==> src/rtl/dw_sar_cmp_search.sv <==
// Successive-approximation search: digitises a target seen only through an external A-vs-B comparator.
// Latency: each step is PROBE plus max(CMP_LAT,1) cycles (CMP_LAT+1 for CMP_LAT>=1); at most WIDTH steps.
// Backpressure: the result is held in DONE until res_ready; start_ready is high only in IDLE.
//
// Ports:
//   clk, rst                 clock and synchronous active-high reset
//   start_valid/ready/tc     search request handshake; tc selects a signed target
//   abort                    cancel any active search, return to IDLE
//   cmp_a, cmp_tc, cmp_probe registered probe, signedness and new-probe strobe to the comparator
//   cmp_le, cmp_eq           comparator flags, sampled only in SAMPLE
//   res_valid/ready          result handshake
//   res_value/early/steps    found target, EQ-hit flag, number of probes issued
module dw_sar_cmp_search #(
  parameter int  WIDTH   = 8,
  parameter int  CMP_LAT = 1,
  localparam int SW      = $clog2(WIDTH + 1)
) (
  input  logic             clk,
  input  logic             rst,
  input  logic             start_valid,
  output logic             start_ready,
  input  logic             start_tc,
  input  logic             abort,
  output logic [WIDTH-1:0] cmp_a,
  output logic             cmp_tc,
  output logic             cmp_probe,
  input  logic             cmp_le,
  input  logic             cmp_eq,
  output logic             res_valid,
  input  logic             res_ready,
  output logic [WIDTH-1:0] res_value,
  output logic             res_early,
  output logic [SW-1:0]    res_steps
);

  localparam int KW = $clog2(WIDTH);
  // WAIT covers the latency cycles between PROBE and SAMPLE; unused when CMP_LAT <= 1.
  localparam int WAIT_LAST = (CMP_LAT >= 2) ? CMP_LAT - 2 : 0;

  typedef enum logic [2:0] {
    S_IDLE,
    S_PROBE,
    S_WAIT,
    S_SAMPLE,
    S_DONE
  } state_t;

  state_t           state;
  state_t           state_nxt;
  logic [WIDTH-1:0] u;
  logic [WIDTH-1:0] bit_k;
  logic [WIDTH-1:0] trial;
  logic [WIDTH-1:0] u_smp;
  logic [WIDTH-1:0] tc_mask;
  logic [KW-1:0]    k;
  logic [2:0]       wcnt;
  logic             kill;

  // Flipping the MSB maps signed targets onto an unsigned, monotonic search space.
  assign tc_mask = {cmp_tc, {(WIDTH-1){1'b0}}};
  assign bit_k   = {{(WIDTH-1){1'b0}}, 1'b1} << k;
  assign trial   = u | bit_k;
  // EQ implies the trial bit belongs in the answer even if LE is (faultily) low.
  assign u_smp   = (cmp_eq || cmp_le) ? trial : u;
  assign kill    = abort && (state != S_IDLE);

  always_ff @(posedge clk) begin
    if (rst) begin
      state <= S_IDLE;
    end else begin
      state <= state_nxt;
    end
  end

  always_comb begin
    state_nxt   = state;
    start_ready = (state == S_IDLE);
    res_valid   = (state == S_DONE);
    case (state)
      S_IDLE:   if (start_valid) state_nxt = S_PROBE;
      S_PROBE:  state_nxt = (CMP_LAT <= 1) ? S_SAMPLE : S_WAIT;
      S_WAIT:   if (wcnt == 3'(WAIT_LAST)) state_nxt = S_SAMPLE;
      S_SAMPLE: state_nxt = (cmp_eq || (k == '0)) ? S_DONE : S_PROBE;
      S_DONE:   if (res_ready) state_nxt = S_IDLE;
      default:  state_nxt = S_IDLE;
    endcase
    if (kill) state_nxt = S_IDLE;
  end

  // cmp_a is loaded on the edge that enters PROBE so the comparator sees the
  // trial for the whole step, and SAMPLE lands exactly CMP_LAT cycles later.
  always_ff @(posedge clk) begin
    if (rst) begin
      u         <= '0;
      k         <= '0;
      wcnt      <= '0;
      cmp_a     <= '0;
      cmp_tc    <= 1'b0;
      cmp_probe <= 1'b0;
      res_value <= '0;
      res_early <= 1'b0;
      res_steps <= '0;
    end else begin
      cmp_probe <= 1'b0;
      if (kill) begin
        cmp_a <= '0;
      end else begin
        case (state)
          S_IDLE: begin
            if (start_valid) begin
              cmp_tc    <= start_tc;
              u         <= '0;
              k         <= KW'(WIDTH - 1);
              res_steps <= '0;
              res_early <= 1'b0;
              cmp_a     <= {~start_tc, {(WIDTH-1){1'b0}}};
              cmp_probe <= 1'b1;
            end
          end
          S_PROBE: begin
            res_steps <= res_steps + SW'(1);
            wcnt      <= '0;
          end
          S_WAIT: begin
            wcnt <= wcnt + 3'd1;
          end
          S_SAMPLE: begin
            u <= u_smp;
            if (cmp_eq || (k == '0)) begin
              res_value <= u_smp ^ tc_mask;
              res_early <= cmp_eq;
            end else begin
              k         <= k - KW'(1);
              cmp_a     <= (u_smp | (bit_k >> 1)) ^ tc_mask;
              cmp_probe <= 1'b1;
            end
          end
          S_DONE: begin
            if (res_ready) cmp_a <= '0;
          end
          default: ;
        endcase
      end
    end
  end

endmodule

==> config.mk <==
export PLATFORM = sky130hd
export DESIGN_NAME = dw_sar_cmp_search
export DESIGN_NICKNAME = d
export VERILOG_FILES = /design/src/rtl/dw_sar_cmp_search.sv
export SDC_FILE = /design/constraint.sdc
export NUM_CORES = 1
export LEC_CHECK = 0
export ABC_AREA = 1
export CELL_PAD_IN_SITES_DETAIL_PLACEMENT = 1
export CELL_PAD_IN_SITES_GLOBAL_PLACEMENT = 1
export CORE_ASPECT_RATIO = 0.9
export CORE_MARGIN = 5
export CORE_UTILIZATION = 37
export CTS_CLUSTER_SIZE = 12
export DETAILED_ROUTE_END_ITERATION = 16
export GPL_TIMING_DRIVEN = 0
export PLACE_DENSITY_LB_ADDON = 0.1
export SLEW_MARGIN = 20
export SYNTH_ARGS = -nofsm -noshare
export SYNTH_HDL_FRONTEND = slang
export SYNTH_SLANG_ARGS = --single-unit
==> constraint.sdc <==
create_clock -name clk -period 1.6 [get_ports clk]
set_input_delay 0.32 -clock clk [delete_from_list [all_inputs] [get_ports clk]]
set_output_delay 0.32 -clock clk [all_outputs]
set_load 0.01 [all_outputs]
==> summary.md <==
| Metric | Value |
|---|---|
| Status | complete, no violations |
| Worst hold margin | ~0.42 ns |
| Tmin final | 1.54 ns |
| Max_cap viols | 0 |
| Max-slew headroom | 67.0% |
| Worst Clk Skew | 0.00421 ns |
| DRT met1 WL | just under 3000 um |
| Iter 0 DRT Violations | 99 |
| Fin. max-slew vios | 0 |
| Hold depth | 2 |
| Antenna Nets Post-Route | 0 |
| Final period util | a little over nine tenths |
| Mapped Area | approximately 2000 um2 |
| R2r setup slk | slightly below 0.06 ns |
| Worst Path Max Fanout | 4 |
| Buffers added on ports | 31 |
| Initial cell density of the core | ~38% |
| Slowest cell on crit path | dfxtp_2 |
| TritonRoute pass-1 iters | 4 |
| Flops & latches, synth | 40 |
| Die Y | 79.3 um |
| Synth unique cells | 33 |
| Post-synthesis sequential area ratio | around two fifths |
| CP arrival | ~1.8 ns |
| Fin cells | slightly below 400 |
| Initial antenna violation count | 0 |
| Worst slack, placed | -0.435 ns |
| Layout cells sized above 1 | 17.1% |
| Total Wirelength | 5620 um |
| Syn_nets | roughly 300 |
| First-pass GRT wire length | about 9600 um |
| Worst path cell trace | inv_1 > ha_2 > nand2_1 > o21bai_1 > a21oi_1 > o21a_1 > nor2_1 |
| GRT Overall Usage | between 10% and 20% |
| Setup crit start kind | flop |
| Reg clk slew, reported paths | around 0.08 ns |
| Met2 wire length | around 2400 um |
| Syn_area_per_cell | 7.08 um2 |
| Root buffer cell | clkbuf_8 |
| Setup-failing EPs final | 0 |
| Residual DRC | 0 |
| Pin count of the biggest net entering global routing | 14 |
| Clock sink count | 40 |
| I/O pins | 33 |
| Critical Path Sink Type | flop |
| CTS Hold Bufs | 0 |
| TritonCTS clock tree | done |
| Diode count | 0 |
| Hold EP | res_early |
| Total die area | slightly below 7000 um2 |
| Layout Nets | between 300 and 400 |
| Placed cell count | about 380 |
| HPWL after detailed placement | 4030 um |
| Worst reg-to-reg path cell count | 7 |
| Max Buffers Root-to-Sink | 2 |
| Worst Max-Slew Pin Slew | ~0.5 ns |
| Worst Hold Class | primary input to flop |
| GP Congestion | about 0.8 |
| Cells after synthesis | 279 |
| CTS HTree Levels | 2 |
| Core Footprint | about 5200 um2 |
| Worst skew pair latency | approximately 0.3 ns |
| Total power | around 5 mW |
| Power per cell area | between 1500 and 2000 nW/um2 |
| Max incr delay on CP | 0.34 ns |
| Row cnt | 25 |
| Num CTS Buffers | 5 |
| Setup TNS Final | 0 ns |
| Met3 WL | 230 um |
| Via Count | 1859 |
| Leak | about 1.2 nW |
| Critical Path RT | around 1.9 ns |
| RR Startpoint | k[1] |
| Vias in the first global route | approximately 2000 |
| Min-delay src | rst |
| Final WS setup | between 0.05 and 0.06 ns |
| Worst IR Drop VDD | between 0.6 and 0.7 mV |
| RR Endpoint | cmp_a[4] |
| RSZ-0062 raised after global routing | true |
| Grt ovf | 0 |
| Most common cell after layout, fill and taps aside | nand2_1 |
| F_max | ~650 MHz |
| Top sig layer | met4 |
| Per-cell routed wire length | 14.5 um |
| Leading cell types in the layout, fill and taps excluded | nand2_1 (65), dfxtp_1 (35), nor2_1 (31) |
| YS warnings | 0 |
| DR vias/cell | between 4 and 5 |
| Synth-to-layout area growth | 33.2% |
| Die W | 87 um |
| Final Hold Fails | 0 |
| CP Class | flop to flop |
-- logic make-up after synthesis --
kind of cell    Yosys count  share of synthesized area [%]
fa+ha+maj                 8                           5.07
flops                    40                           40.6
simple gates            133                           29.1
buf+inv                  42                           9.13
compound gates           56                           16.2
-- synth_stat cells (all sizes together) --
cell type | number | area share [%]
a21oi | 25 | 6.5
nand2 | 75 | 15
nor2 | 38 | 8.2
dfxtp | 40 | 41
and2 | 1 | 0.32
buf | 4 | 1.8
clkinv | 1 | 0.19
ha | 8 | 5.1
nand3 | 15 | 4.1
nor3 | 1 | 0.25
inv | 34 | 6.6
nor4 | 1 | 0.32
or2 | 1 | 0.32
o21ai | 19 | 4.8
o211ai | 1 | 0.38
o21bai | 7 | 2.9
o21a | 2 | 0.76
a31oi | 1 | 0.32
o211a | 1 | 0.51
and3 | 1 | 0.32
clkbuf | 3 | 0.57
-- critical path, delay by kind of cell, from the launching register on --
| kind | cells | cell delay, ns |
|---|---|---|
| buffers and inverters | 1 | 0.10 |
| adder cells (fa/ha/maj) | 1 | 0.22 |
| flip-flops | 1 | 0.34 |
| AO/OA/AOI/OAI | 3 | 0.64 |
| AND/OR/NAND/NOR | 2 | 0.18 |
-- timing repair --
action,CTS,global route
gates resized for setup,11,23
setup endpoints to repair,17,31
cloned,0,2
pin swaps,0,4
setup buffers,1,0
-- worst max path at each step --
stage	cells past startpoint	startpoint	slack, ns	end
final	7	k[1]	0.06	cmp_a[4]
after CTS	4	state[2]	-0.09	start_ready
after floorplan	10	k[0]	0.14	cmp_a[5]
after detailed placement	7	cmp_eq	-0.43	cmp_a[1]
after global routing	8	state[2]	-0.02	k[2]
after global placement	7	cmp_eq	-0.41	cmp_a[1]
-- final cells by class --
cell class	instances	area (um2)
Buffer	7	46.3
Clock buffer	5	68.8
Clock inverter	3	90.1
Fill cell	665	2590
Inverter	35	134
Multi-Input combinational cell	197	1070
Sequential cell	40	810
Tap cell	67	83.8
Timing Repair Buffer	34	330
-- metal layers --
metal | vias to the layer above | track usage, %
li1 | 966 | -
met1 | 855 | 25.1
met2 | 31 | 26.9
met3 | 7 | 5.08
met4 | 0 | 4.67
met5 | - | 0
-- report_power, final --
group	internal (mW)	switching [mW]	total (mW)
Combinational	0.914	1.39	2.31
Sequential	1.22	0.172	1.40
Clock	0.780	0.379	1.16
-- state kept, by name (all words and copies together), names as in the netlist --
name       flops
cmp_a          8
cmp_probe      1
cmp_tc         1
k              3
res_early      1
res_steps      4
res_value      8
state          3
u              8
wcnt           3
-- through the flow --
step                      util, %  instance area (um2)
final                        50.3                 2630
after global routing         50.3                 2630
after CTS                    49.0                 2560
after detailed placement     45.3                 2370
after global placement       45.3                 2370
after floorplan                 -                 1970
(Power assumes the default switching activity.)
